==> config.mk <==
export PLATFORM = sky130hd
export DESIGN_NAME = quad_encoder_gen_flat
export DESIGN_NICKNAME = d
export VERILOG_FILES = /design/src/rtl/quad_encoder_gen_if.sv /design/src/rtl/quad_encoder_gen.sv /design/src/flat_wrapper.sv
export SDC_FILE = /design/constraint.sdc
export NUM_CORES = 1
export LEC_CHECK = 0
export ABC_AREA = 1
export BUFFER_PORTS_ARGS = -buffer_cell sky130_fd_sc_hd__buf_2
export CAP_MARGIN = 10
export CORE_MARGIN = 2
export CORE_UTILIZATION = 40
export CTS_BUF_LIST = sky130_fd_sc_hd__clkbuf_8
export DETAILED_ROUTE_END_ITERATION = 12
export PLACE_DENSITY = 0.68
export SLEW_MARGIN = 5
export SYNTH_ARGS = -nofsm -noshare
export SYNTH_HDL_FRONTEND = slang
export SYNTH_SLANG_ARGS = --single-unit
==> constraint.sdc <==
create_clock -name clk -period 3.4 [get_ports clk]
set_input_delay 0.34 -clock clk [delete_from_list [all_inputs] [get_ports clk]]
set_output_delay 0.34 -clock clk [all_outputs]
set_load 0.02 [all_outputs]
==> src/rtl/quad_encoder_gen_if.sv <==
// Command channel of the quadrature encoder generator: one command
// (direction, edge count, edge spacing) handed over per valid/ready beat.
interface quad_encoder_gen_if #(
  parameter int CNT_W = 16,
  parameter int DIV_W = 16
);
  logic             cmd_valid;
  logic             cmd_ready;
  logic             cmd_dir;
  logic [CNT_W-1:0] cmd_steps;
  logic [DIV_W-1:0] cmd_period;
  logic             cmd_abort;

  modport master (
    output cmd_valid, cmd_dir, cmd_steps, cmd_period, cmd_abort,
    input  cmd_ready
  );

  modport slave (
    input  cmd_valid, cmd_dir, cmd_steps, cmd_period, cmd_abort,
    output cmd_ready
  );
endinterface

==> src/rtl/quad_encoder_gen.sv <==
// Quadrature encoder signal generator: emits N A/B edges at a programmable
// spacing and direction while tracking its own signed position.
module quad_encoder_gen #(
  parameter int CNT_W = 16,
  parameter int DIV_W = 16
) (
  input  logic               clk,
  input  logic               reset,
  quad_encoder_gen_if.slave  cmd,
  output logic [1:0]         enc_out,
  output logic               busy,
  output logic               done,
  output logic               aborted,
  output logic [CNT_W-1:0]   steps_left,
  output logic [31:0]        position
);

  typedef enum logic {IDLE, RUN} state_t;

  state_t           state_q, state_d;
  logic [DIV_W-1:0] timer_q, timer_d;
  logic [DIV_W-1:0] period_q, period_d;
  logic             dir_q, dir_d;
  logic [1:0]       enc_d, phase_nxt;
  logic [31:0]      pos_d;
  logic [CNT_W-1:0] steps_d;
  logic             done_d, aborted_d;

  assign cmd.cmd_ready = (state_q == IDLE);
  assign busy          = (state_q == RUN);

  // {B,A}: forward rotates to {A,~B}, reverse to {~A,B}; one bit flips per edge.
  assign phase_nxt = dir_q ? {enc_out[0], ~enc_out[1]}
                           : {~enc_out[0], enc_out[1]};

  always_comb begin
    state_d   = state_q;
    timer_d   = timer_q;
    period_d  = period_q;
    dir_d     = dir_q;
    enc_d     = enc_out;
    pos_d     = position;
    steps_d   = steps_left;
    done_d    = 1'b0;
    aborted_d = aborted;
    unique case (state_q)
      IDLE: begin
        if (cmd.cmd_valid) begin
          aborted_d = 1'b0;
          steps_d   = cmd.cmd_steps;
          if (cmd.cmd_steps == '0) begin
            done_d = 1'b1;
          end else begin
            dir_d    = cmd.cmd_dir;
            period_d = (cmd.cmd_period == '0) ? DIV_W'(1) : cmd.cmd_period;
            timer_d  = period_d;
            state_d  = RUN;
          end
        end
      end
      RUN: begin
        // Abort wins over a step falling due on the same edge.
        if (cmd.cmd_abort) begin
          state_d   = IDLE;
          done_d    = 1'b1;
          aborted_d = 1'b1;
        end else if (timer_q == DIV_W'(1)) begin
          enc_d   = phase_nxt;
          pos_d   = dir_q ? position + 32'd1 : position - 32'd1;
          steps_d = steps_left - CNT_W'(1);
          timer_d = period_q;
          if (steps_left == CNT_W'(1)) begin
            state_d = IDLE;
            done_d  = 1'b1;
          end
        end else begin
          timer_d = timer_q - DIV_W'(1);
        end
      end
      default: state_d = IDLE;
    endcase
  end

  always_ff @(posedge clk or posedge reset) begin
    if (reset) begin
      state_q    <= IDLE;
      timer_q    <= '0;
      period_q   <= '0;
      dir_q      <= 1'b0;
      enc_out    <= '0;
      position   <= '0;
      steps_left <= '0;
      done       <= 1'b0;
      aborted    <= 1'b0;
    end else begin
      state_q    <= state_d;
      timer_q    <= timer_d;
      period_q   <= period_d;
      dir_q      <= dir_d;
      enc_out    <= enc_d;
      position   <= pos_d;
      steps_left <= steps_d;
      done       <= done_d;
      aborted    <= aborted_d;
    end
  end

endmodule

==> src/flat_wrapper.sv <==
// flat-port wrapper written by rule: the top's interface ports become plain ports
module quad_encoder_gen_flat 
#(
  parameter int CNT_W = 16,
  parameter int DIV_W = 16
)
  (clk, reset, enc_out, busy, done, aborted, steps_left, position, cmd_cmd_valid, cmd_cmd_dir, cmd_cmd_steps, cmd_cmd_period, cmd_cmd_abort, cmd_cmd_ready);
  quad_encoder_gen_if #(.CNT_W(CNT_W), .DIV_W(DIV_W)) cmd_i ();
  input  logic clk;
  input  logic reset;
  output logic [1:0] enc_out;
  output logic busy;
  output logic done;
  output logic aborted;
  output logic [CNT_W-1:0] steps_left;
  output logic [31:0] position;
  input wire logic [$bits(cmd_i.cmd_valid)-1:0] cmd_cmd_valid;
  input wire logic [$bits(cmd_i.cmd_dir)-1:0] cmd_cmd_dir;
  input wire logic [$bits(cmd_i.cmd_steps)-1:0] cmd_cmd_steps;
  input wire logic [$bits(cmd_i.cmd_period)-1:0] cmd_cmd_period;
  input wire logic [$bits(cmd_i.cmd_abort)-1:0] cmd_cmd_abort;
  output wire logic [$bits(cmd_i.cmd_ready)-1:0] cmd_cmd_ready;
  assign cmd_i.cmd_valid = cmd_cmd_valid;
  assign cmd_i.cmd_dir = cmd_cmd_dir;
  assign cmd_i.cmd_steps = cmd_cmd_steps;
  assign cmd_i.cmd_period = cmd_cmd_period;
  assign cmd_i.cmd_abort = cmd_cmd_abort;
  assign cmd_cmd_ready = cmd_i.cmd_ready;
  quad_encoder_gen #(.CNT_W(CNT_W), .DIV_W(DIV_W)) u_core (.clk(clk), .reset(reset), .cmd(cmd_i), .enc_out(enc_out), .busy(busy), .done(done), .aborted(aborted), .steps_left(steps_left), .position(position));
endmodule
==> summary.md <==
| Metric | Value |
|---|---|
| Final hold violations | 0 |
| Post-Route WL | 18.8 mm |
| Clock latency on the worst-skew pair | 400 ps |
| Placed cell count | about 1.4k |
| Setup repair bufs after CTS | 0 |
| Syn avg cell area | 6.36 um^2 |
| Status | finished, final reports clean |
| Startpoint Class | flip-flop |
| Yosys top cell area share | roughly 31% |
| Setup TNS | 0 ps |
| RD Place Congestion | 0.957 |
| Clock-pin slew on the worst setup and hold paths | 110 ps |
| Synth Register Bits | 86 |
| Share of cells above drive strength 1 | 12.6% |
| CP Class | flip-flop to flip-flop |
| Max IR drop VDD | 0.278 mV |
| Rel. slew slack | between 40 and 50% |
| Ranking of synthesized cells by area | dfrtp_1 (31%), nand2_1 (20%), inv_1 (9.1%) |
| Pwr per Cell Area | 492 mW/mm^2 |
| Nets | 1,237 |
| Mapped Cells | 1,080 |
| Area leader, netlist | dfrtp_1 |
| GRT Total Usage | 21.7% |
| Critical Path Sink Type | flip-flop |
| Largest net degree at the start of global routing | 49 |
| Final min period | between 2000 and 3000 ps |
| Initial DRC count | 447 |
| Initial antenna violation count | 0 |
| Critical path required time | 3690 ps |
| Placeable Area | 0.0167 mm^2 |
| Hold buffers post-CTS | 0 |
| YS warnings | 0 |
| Finished Layout Cells | 1,390 |
| Max-Cap Viols | 0 |
| PostCTS Resize Cnt | 0 |
| CP Max Fanout | 18 |
| Clock Sinks | 86 |
| Sequential cell area | 0.00215 mm^2 |
| Die Wd | 135 um |
| Area of the mapped netlist | 0.00687 mm^2 |
| DRC errors left | 0 |
| Distinct cell type count after synthesis | 38 |
| IO Port Bufs | 90 |
| Async set-reset flop share out of synthesis | 100% |
| DP HPWL | 14.2 mm |
| Hold crit path type | primary input to asynchronous set/reset pin |
| DIE HEIGHT | between 100 and 150 um |
| Rows | 47 |
| Main synth FF type | dfrtp_1 |
| Final Max Tran Viols | 0 |
| DR vias | 6,853 |
| Vias in the first global route | 6,434 |
| Grt ovf | 0 |
| Area occupied by multi-input gates | 0.00390 mm^2 |
| Worst path arrival time | 2970 ps |
| I/O Pins | 91 |
| EDFF count, synth | 0 |
| Area growth from synthesis to layout | 12.3% |
| Diode count | 0 |
| Num CTS Buffers | 9 |
| # setup viols final | 0 |
| Fmax | 374 MHz |
| Starting density of the core | 41.2% |
| Global-route wire length before repair | roughly 32 mm |
| Clock Tree Buf Depth | 2 |
| First-pass DRT Iterations | 5 |
| CTS H-tree depth | 3 |
| Static Leakage | 4.42 nW |
| Final clock skew | 20.5 ps |
| Full die area | 0.0182 mm^2 |
| Root buf cell | clkbuf_8 |
| Remaining antenna violation count after routing | 0 |
| DR vias/cell | 4.93 |
| Measured slew at the worst slew-check pin | 833 ps |
| RSZ-0062 raised after global routing | no |
| DR WL/cell | 13.6 um |
| Seq/Total Area, Yosys | around 31% |
| CTS tree | built |
| Mapped Nets | about 1.2k |
| Layout fillers | 1,780 |
| Final period utilization | 78.6% |
sequential cells by signal (all words and copies together) (netlist names), 2 cells and up:
register and cells:
u_core.enc_out 2, u_core.period_q 16, u_core.timer_q 16, u_core.steps_left 16
u_core.position 32
cells by family after synthesis:
| kind of cell | Yosys count | share of synthesized area, % |
|---|---|---|
| simple gates | 588 | 35.3 |
| buf+inv | 200 | 11.9 |
| compound gates | 139 | 10.7 |
| flops | 86 | 31.3 |
| fa+ha+maj | 35 | 6.48 |
| xor+xnor | 26 | 3.31 |
| mux | 6 | 0.965 |
cells in the final DEF (no fill, tap or decap), types with 2 or more instances in the layout:
master,Yosys,layout
xnor2_1,15,15
nor3_1,11,11
nand3_1,75,75
a21o_1,2,2
o21bai_1,3,3
dfrtp_1,86,86
nor4_1,3,3
inv_1,167,166
inv_8,0,2
inv_2,8,8
buf_4,2,9
o211ai_1,4,4
a21oi_1,58,58
inv_6,0,2
nand3b_1,6,6
clkbuf_8,0,9
mux2_2,5,5
nand2_1,365,365
nor2_4,2,2
xor2_1,11,11
o21ai_0,55,55
nand4_1,8,8
nand2_2,4,4
buf_2,7,90
or2_2,7,7
nor2_1,104,104
o21ai_1,11,11
ha_1,34,34
clkinv_4,0,2
o21ai_2,2,2
critical path: stages, from the launching register on:
cell	delay [ps]
dfrtp_1	480
inv_1	400
buf_4	370
ha_1	360
nand2_1	130
inv_1	60
a21oi_1	150
nand2_1	110
a21oi_1	220
nand2_1	80
nand2_1	60
nand2_1	40
nand2_1	50
nand2_1	50
final timing paths:
| kind | cells after the start | to | startpoint | slack, ps |
|---|---|---|---|---|
| max in group asynchronous | 3 | u_core.position[7] | reset | 2510 |
| min in group clk | 3 | u_core.steps_left[10] | cmd_cmd_steps[10] | 180 |
| worst min-delay path | 2 | u_core.steps_left[6] | reset | 70 |
| worst max register to register | 13 | u_core.position[31] | u_core.dir_q | 730 |
| worst min register to register | 2 | u_core.period_q[13] | u_core.period_q[13] | 490 |
| worst max-delay path | 13 | u_core.position[31] | u_core.dir_q | 730 |
area by class of cell:
type	instances	share of cell area, %
Timing Repair Buffer	99	6.71
Sequential cell	86	27.9
Multi-Input combinational cell	794	50.6
Tap cell	220	3.57
Inverter	175	8.53
Clock buffer	9	1.61
Clock inverter	7	1.14
cell usage after synthesis, types with 8 or more instances:
library cell,instances
a21oi_1,58
clkbuf_1,8
dfrtp_1,86
ha_1,34
inv_1,167
inv_2,8
nand2_1,365
nand3_1,75
nand4_1,8
nor2_1,104
nor3_1,11
o21ai_0,55
o21ai_1,11
xnor2_1,15
xor2_1,11
per-layer routing:
metal	track usage, %	wire length [um]	part of all wire [%]
met1	28.5	8510	45
met2	37.1	9010	48
met4	6.13	371	2.0
met5	0	0	0
met3	3.34	952	5.1
power by group:
group | switching (mW) | internal [mW]
Sequential | 0.188 | 1.21
Clock | 0.460 | 0.358
Combinational | 1.04 | 0.549
Total | 1.68 | 2.11
metrics by stage:
step,worst slack [ps],cell area [um^2],hold slack [ps],util (%),total power [mW]
floorplan,838,6870,446,-,2.56
global placement,797,7500,464,44.9,2.97
detailed placement,721,7500,466,44.9,2.99
CTS,728,7720,85.4,46.2,3.82
global route,488,7720,139,46.2,4.11
finish,726,7720,68.1,46.2,3.80
No activity file was read; power rests on OpenSTA's default activity.
